**src/rtl/timer_pkg.sv**
```systemverilog
// Shared definitions for the multi-channel interval timer: mode codes, the
// per-channel state encoding and the interval range helper.
package timer_pkg;

   localparam logic [1:0] MODE_ONESHOT  = 2'b00;
   localparam logic [1:0] MODE_PERIODIC = 2'b01;
   localparam logic [1:0] MODE_RETRIG   = 2'b10;
   localparam logic [1:0] MODE_RESERVED = 2'b11;

   typedef enum logic {
      ST_IDLE  = 1'b0,
      ST_COUNT = 1'b1
   } state_e;

   // Longest interval a channel can be asked for: BASE shifted by the largest multiplier.
   function automatic longint unsigned max_interval(input int unsigned base,
                                                    input int unsigned mult_w);
      return 64'(base) << ((1 << mult_w) - 1);
   endfunction

endpackage

```
**src/rtl/timer_channel.sv**
```systemverilog
// One retriggerable interval timer: IDLE/COUNT FSM, up-counter, and the
// target/mode latched at trigger time.
module timer_channel
   import timer_pkg::*;
#(
   parameter int WIDTH  = 16,
   parameter int BASE   = 7,
   parameter int MULT_W = 2
) (
   input  logic              clk,
   input  logic              reset,
   input  logic              tr_i,
   input  logic [MULT_W-1:0] mult_i,
   input  logic [1:0]        mode_i,
   input  logic              abort_i,
   output logic              cf_o,
   output logic              done_o,
   output logic [WIDTH-1:0]  count_o
);

   state_e           state_q, state_d;
   logic [WIDTH-1:0] cnt_q, cnt_d;
   logic [WIDTH-1:0] tgt_q, tgt_d;
   logic [1:0]       mode_q, mode_d;
   logic             done_q, done_d;
   logic [WIDTH-1:0] load_tgt;
   logic             expired;
   logic             retrig;

   assign load_tgt = WIDTH'(BASE) << mult_i;
   assign expired  = (cnt_q == tgt_q);
   assign retrig   = tr_i && (mode_q == MODE_RETRIG);

   always_ff @(posedge clk or posedge reset) begin
      if (reset) begin
         state_q <= ST_IDLE;
         cnt_q   <= '0;
         tgt_q   <= '0;
         mode_q  <= MODE_ONESHOT;
         done_q  <= 1'b0;
      end else begin
         state_q <= state_d;
         cnt_q   <= cnt_d;
         tgt_q   <= tgt_d;
         mode_q  <= mode_d;
         done_q  <= done_d;
      end
   end

   always_comb begin
      state_d = state_q;
      cnt_d   = cnt_q;
      tgt_d   = tgt_q;
      mode_d  = mode_q;
      done_d  = 1'b0;
      if (abort_i) begin
         state_d = ST_IDLE;
         cnt_d   = '0;
      end else begin
         case (state_q)
            ST_IDLE: begin
               if (tr_i) begin
                  state_d = ST_COUNT;
                  cnt_d   = WIDTH'(1);
                  tgt_d   = load_tgt;
                  mode_d  = mode_i;
               end
            end
            ST_COUNT: begin
               // A retrigger on the expiry edge restarts the window and swallows the done.
               if (retrig) begin
                  cnt_d = WIDTH'(1);
                  tgt_d = load_tgt;
               end else if (expired) begin
                  done_d = 1'b1;
                  if (mode_q == MODE_PERIODIC) begin
                     cnt_d = WIDTH'(1);
                  end else begin
                     state_d = ST_IDLE;
                     cnt_d   = '0;
                  end
               end else begin
                  cnt_d = cnt_q + WIDTH'(1);
               end
            end
            default: begin
               state_d = ST_IDLE;
               cnt_d   = '0;
            end
         endcase
      end
   end

   assign cf_o    = (state_q == ST_IDLE);
   assign done_o  = done_q;
   assign count_o = cnt_q;

endmodule

```
**src/rtl/multi_channel_timer.sv**
```systemverilog
// N independent retriggerable interval timers; this level only slices the
// packed buses per channel and rejects parameter sets whose intervals overflow.
module multi_channel_timer
   import timer_pkg::*;
#(
   parameter int CHANNELS = 4,
   parameter int WIDTH    = 16,
   parameter int BASE     = 7,
   parameter int MULT_W   = 2
) (
   input  logic                      clk,
   input  logic                      reset,
   input  logic [CHANNELS-1:0]       tr,
   input  logic [CHANNELS*MULT_W-1:0] multiplier,
   input  logic [CHANNELS*2-1:0]     mode,
   input  logic [CHANNELS-1:0]       abort,
   output logic [CHANNELS-1:0]       cf,
   output logic [CHANNELS-1:0]       done,
   output logic [CHANNELS*WIDTH-1:0] count
);

   if (CHANNELS < 1 || BASE < 1) begin : g_param_err
      $fatal(1, "multi_channel_timer: CHANNELS and BASE must both be at least 1");
   end

   // The counter has no wrap handling, so the longest interval must be representable.
   if (max_interval(BASE, MULT_W) >= (64'd1 << WIDTH)) begin : g_width_err
      $fatal(1, "multi_channel_timer: BASE << (2**MULT_W-1) does not fit in WIDTH bits");
   end

   for (genvar gi = 0; gi < CHANNELS; gi++) begin : g_ch
      timer_channel #(
         .WIDTH  (WIDTH),
         .BASE   (BASE),
         .MULT_W (MULT_W)
      ) u_ch (
         .clk     (clk),
         .reset   (reset),
         .tr_i    (tr[gi]),
         .mult_i  (multiplier[gi*MULT_W +: MULT_W]),
         .mode_i  (mode[gi*2 +: 2]),
         .abort_i (abort[gi]),
         .cf_o    (cf[gi]),
         .done_o  (done[gi]),
         .count_o (count[gi*WIDTH +: WIDTH])
      );
   end

endmodule

```
**config.mk**
```make
export PLATFORM = sky130hd
export DESIGN_NAME = multi_channel_timer
export DESIGN_NICKNAME = d
export VERILOG_FILES = /design/src/rtl/timer_pkg.sv /design/src/rtl/timer_channel.sv /design/src/rtl/multi_channel_timer.sv
export SDC_FILE = /design/constraint.sdc
export NUM_CORES = 1
export LEC_CHECK = 0
export CAP_MARGIN = 25
export CORE_MARGIN = 3
export CORE_UTILIZATION = 47
export DETAILED_ROUTE_END_ITERATION = 12
export GPL_TIMING_DRIVEN = 1
export PLACE_DENSITY = 0.73
export SYNTH_ARGS = -nofsm -noshare
export SYNTH_HDL_FRONTEND = slang
export SYNTH_SLANG_ARGS = --single-unit
```
**constraint.sdc**
```tcl
create_clock -name clk -period 4.1 [get_ports clk]
set_input_delay 0.615 -clock clk [delete_from_list [all_inputs] [get_ports clk]]
set_output_delay 0.615 -clock clk [all_outputs]
set_load 0.01 [all_outputs]
```
=== After elaboration in Yosys (flattened, before gate mapping) ===
Cells that the tools add are included.
W data, S select, Z words.

* ROM bits: 0
* RAM bits: 0
* Register bits: 144
* Bits of input ports: 26
* Latch bits: 0
* Output and inout bits: 72
* Memories kept: 0

* Reductions and logical operators: 12
* Order comparisons: 0
* Shift operators: 4
* Divide/modulo/power cells: 0
* Muxes and demuxes: 76
* Eq/ne operators: 24
* $mul: 0
* $add $sub $neg: 4
* Bitwise gates (word level): 8

{| class="wikitable"
|+ Operators by type and width
! cell !! number
|-
| $mux W16 || 24
|-
| $pmux W16 S2 || 8
|-
| $add A16 B1 Y16 const B || 4
|-
| $eq A16 B16 Y1 || 4
|-
| $shl A3 B2 Y16 const A || 4
|-
| $mux W1 || 40
|-
| $reduce_and A3 Y1 || 8
|-
| $ne A2 B2 Y1 const B || 8
|-
| $ne A3 B3 Y1 const B || 4
|-
| $eq A2 B1 Y1 const B || 4
|-
| $eq A2 B2 Y1 const B || 4
|-
| $not A1 Y1 || 8
|-
| $pmux W1 S2 || 4
|-
| $logic_and A1 B1 Y1 || 4
|}

=== Logic depth before layout (Yosys ltp) ===
* Depth after elaboration: 6
* Mapped depth: 7
* Gate-level depth less buffers: 6

=== Cells and area by module ===
Synthesis repeated with hierarchy kept, for this count alone.

* Cell total of the unflattened synthesis: 599
* Area, all modules: 5600.4 um2

{| class="wikitable"
|+ Modules (own cells, without submodules)
! module !! cells each !! sequential area each (um2) !! times used !! area each (um2)
|-
| timer_channel (g_ch[1].u_ch ...) || 149 || 650.6 || 2 || 1388.8
|-
| timer_channel (g_ch[3].u_ch) || 155 || 650.6 || 1 || 1427.6
|-
| timer_channel (g_ch[0].u_ch) || 146 || 650.6 || 1 || 1395.1
|}

=== Worst setup path before layout ===
OpenSTA, ideal clock, no wires.

* Path type: flip-flop to flip-flop
* From: register g_ch[0].u_ch.cnt_q[9]
* To: register g_ch[0].u_ch.cnt_q[9]
* Library setup time: 0.124 ns
* Cell stages (with the launch flop): 6
* Data arrival time: 1.965 ns
* Slack: 2.010 ns
* Path buffers: 0
* Cell sequence: dfrtp_1 or4_1 nor4_2 a31oi_1 and3_2 a211o_2

* Longest elaborated chain between the ends: 5
* Elaborated cells on any way between the ends: 6
* Classes of those cells: 1 x add/sub; 1 x eq/ne; 4 x mux

{| class="wikitable"
|+ RTL lines
! element !! line !! source
|-
| start: declaration || timer_channel.sv:22 || <nowiki>logic [WIDTH-1:0] cnt_q, cnt_d;</nowiki>
|-
| start signal: assignment || timer_channel.sv:43 || <nowiki>cnt_q <= cnt_d;</nowiki>
|-
| $add A16 B1 Y16 or $eq A16 B16 Y1 (tied branches) || timer_channel.sv:83, timer_channel.sv:31 ||
|-
| $mux W16 (*) || timer_channel.sv:74 || <nowiki>end else if (expired) begin</nowiki>
|-
| $mux W16 (*) || timer_channel.sv:71 || <nowiki>if (retrig) begin</nowiki>
|-
| $pmux W16 S2 (*) || timer_channel.sv:60 || <nowiki>case (state_q)</nowiki>
|-
| $mux W16 (*) || timer_channel.sv:56 || <nowiki>if (abort_i) begin</nowiki>
|}

Mark *: on every way between the ends. The rest lies on a longest branch, timed or not.
A chain may end at the register's enable or synchronous reset.

=== Final worst setup path ===
* From: register g_ch[2].u_ch.cnt_q[11]
* To: register g_ch[2].u_ch.cnt_q[3]

* Longest elaborated chain between the ends: 5

{| class="wikitable"
|+ RTL lines
! element !! line !! source
|-
| start: declaration || timer_channel.sv:22 ||
|-
| start signal: assignment || timer_channel.sv:43 ||
|-
| $eq A16 B16 Y1 || timer_channel.sv:31 || <nowiki>assign expired = (cnt_q == tgt_q);</nowiki>
|-
| $mux W16 || timer_channel.sv:74 ||
|-
| $mux W16 || timer_channel.sv:71 ||
|-
| $pmux W16 S2 || timer_channel.sv:60 ||
|-
| $mux W16 || timer_channel.sv:56 ||
|}

Every way passes these cells.

==> metrics <==
Final nets=708; Clock Sinks=104; switching portion of total power=0.252; max_cap viols=0; IO Pins=98; Synth Area in Simple Gates=0.272; combinational family with the most area after synthesis=simple AND/OR/NAND/NOR gates; Pleak=about 3 nW; DRT Pass-1 Iters=5; final setup TNS=0 ns; Int Pwr=~1.9 mW; register bit total from synthesis=104; post-CTS setup buffers=0; Synth area leaders=dfrtp_1 (47%), xor2_1 (5.6%), nand3_1 (4.6%); largest net degree at the start of global routing=85; Tightest Pin Transition=between 0.9 and 1 ns; hold_buf cts=0; Worst setup EP type=flop; Die W=between 100 and 150 um; CTS tree=yes; Cell Chain, Critical Path=nor4_1 > nand4_1 > o31ai_1 > o31a_1 > nor2_1; WL/cell=roughly 16 um; cells after synthesis=between 500 and 600; Slowest-stage cell, CP=o31ai_1; DR vias=roughly 4.7k; compound-gate portion of the synthesized area=0.102; Overflow after GRT=0; CP max stage delay=roughly 0.84 ns; Synth Area in Adders=0.00910; Util after Layout=0.625; Worst setup SP type=flop; via/cell ratio=between 5 and 6; Port Buffers=97; Clock transition at path regs=roughly 0.07 ns; first-pass GRT wire length=around 22 mm; initial antenna violation count=0; largest driver fanout on the critical path=9; clk_skew=0.00568 ns; Finish-stage setup viols=0; sequential area share after synthesis=0.473; RSZ-0062 raised after global routing=no; number of synthesized flops with an enable pin=0; Max VDD drop=around 0.25 mV; Root Buffer=clkbuf_16; Initial Util=0.494; Setup CP Type=flop to flop; # fillers=between 900 and 1k; top cells by count, synth=dfrtp_1 (104), nand2_1 (64), nor2_1 (59); Mapped Area=0.00550 sq mm; post-cts sizing count=0; Tot GR Track Use=0.203; Top FF cell, synth=dfrtp_1; area leader, netlist=dfrtp_1; maximum root-to-sink buffer count=2; Sw Pwr=627 uW; Final Wtd Congestion=approximately 0.84; Detail Route Antenna Nets=0; final worst path period share=0.647; final hold vios=0; Max Transition Viols Final=0; Hold Path Depth=2; start point of the worst hold path=g_ch[1].u_ch.tgt_q[5]$_DFFE_PP0P_; Mean Syn Cell Area=between 9 and 10 sq um; Routed WL=roughly 13 mm; crit path launch=g_ch[2].u_ch.count_o[11]$_DFFE_PP0P_; pwr dens=359 mW/mm^2; row count=38; Yosys warning total=0; total core area=about 0.011 sq mm; layout cells sized above 1=0.0703; ant diodes=0; Reg2Reg Depth=5; clock power share=0.389; hpwl dp=9.33 mm; die area=around 0.013 sq mm; Post-Synth XOR/XNOR Area=0.0733; Initial DRC Count=between 300 and 400; Worst Path Arrival=~2.9 ns; Worst EP required=around 4.3 ns; Combinational Power Share=0.138; area grow syn2layout=26.4%; Clk Latency, worst-skew pair=0.35 ns; fmax=between 300 and 400 MHz; outcome=finished clean; Max-slew headroom=0.365; Max H-tree Level=3; Post-Synthesis Net Count=615; die height=between 100 and 150 um; DRC=0; crit path time final=around 2.7 ns; post-synth top area share=0.473; post-synth cell types=56; Seq pwr share=0.473; mux contribution to synthesized area=0.0375; Critical R2R Launch=g_ch[2].u_ch.count_o[11]$_DFFE_PP0P_; count leader, synth=dfrtp_1; vias in the first global route=around 4.6k; Min-Delay Path Class=flop to flop; async set-reset flop share out of synthesis=1.00; CTS Buf Count=9
[power by group through the flow]
stage / combinational [mW] / sequential [mW] / clock [mW]
floorplan: 0.245 / 1.18 / 0
global placement: 0.326 / 1.19 / 0
detailed placement: 0.339 / 1.20 / 0
CTS: 0.342 / 1.18 / 0.989
global route: 0.389 / 1.19 / 1.03
finish: 0.344 / 1.18 / 0.969
[flip-flops by register name (all words and copies together) (netlist names)]
signal and count:
g_ch.u_ch.tgt_q 24, g_ch.u_ch.state_q 4, g_ch.u_ch.count_o 64, g_ch.u_ch.done_o 4, g_ch.u_ch.mode_q 8
[worst max-delay path, delay by kind of cell (launching register included)]
kind | cells | cell delay [ns]
compound gates | 2 | 1.33
simple gates | 3 | 0.76
flops | 1 | 0.43
[through the flow]
| stage | hold WS [ns] | std cells | cell area [sq um] | power, mW | setup WS [ns] |
|---|---|---|---|---|---|
| floorplan | 0.465 | 585 | 5500 | 1.42 | 0.753 |
| global placement | 0.485 | 804 | 6570 | 1.52 | 1.25 |
| detailed placement | 0.492 | 804 | 6570 | 1.54 | 1.17 |
| CTS | 0.509 | 820 | 6910 | 2.51 | 1.38 |
| global route | 0.534 | 823 | 6950 | 2.61 | 1.19 |
| finish | 0.503 | 823 | 6950 | 2.49 | 1.45 |
[path summary, 6_finish.rpt]
kind	end	slack, ns
min reg2reg	g_ch[1].u_ch.tgt_q[5]$_DFFE_PP0P_	0.50
min in group asynchronous	g_ch[0].u_ch.mode_q[1]$_DFFE_PP0P_	0.51
max in group asynchronous	g_ch[3].u_ch.count_o[6]$_DFFE_PP0P_	2.69
max reg2reg	g_ch[2].u_ch.count_o[3]$_DFFE_PP0P_	1.45
max	g_ch[2].u_ch.count_o[3]$_DFFE_PP0P_	1.45
min	g_ch[1].u_ch.tgt_q[5]$_DFFE_PP0P_	0.50
[cells in the final DEF (no fill, tap or decap), types with 15 or more instances in the layout]
cell and instances:
xor2_1 35, clkdlybuf4s50_1 97, dfrtp_1 104, nand2_1 64, a21oi_1 15, nor3_1 24
o21ai_0 16, nor2_1 59, nand3_1 50
[cells by family after synthesis]
family | count (synthesis)
AO/OA/AOI/OAI | 82
adder cells (fa/ha/maj) | 4
XOR/XNOR | 46
buffers and inverters | 39
flip-flops | 104
AND/OR/NAND/NOR | 291
multiplexers | 19
[per-layer routing]
metal / global-route usage / part of all wire / vias up
met2: 0.331 / 0.50 / 129
met3: 0.0312 / 0.043 / 16
li1: - / - / 2278
met1: 0.274 / 0.45 / 2312
met5: 0 / 0 / -
met4: 0.0800 / 0.015 / 0
[layout make-up]
class / instances / area, sq um / area share
clock buffer: 10 / 229 / 0.0329
tap: 140 / 175 / 0.0252
inverter: 15 / 58.8 / 0.00846
clock inverter: 6 / 108 / 0.0155
multi-input combinational: 442 / 2720 / 0.391
timing repair buffer: 106 / 1060 / 0.152
sequential: 104 / 2600 / 0.374
Note: power is estimated with default switching activity, not from simulation.
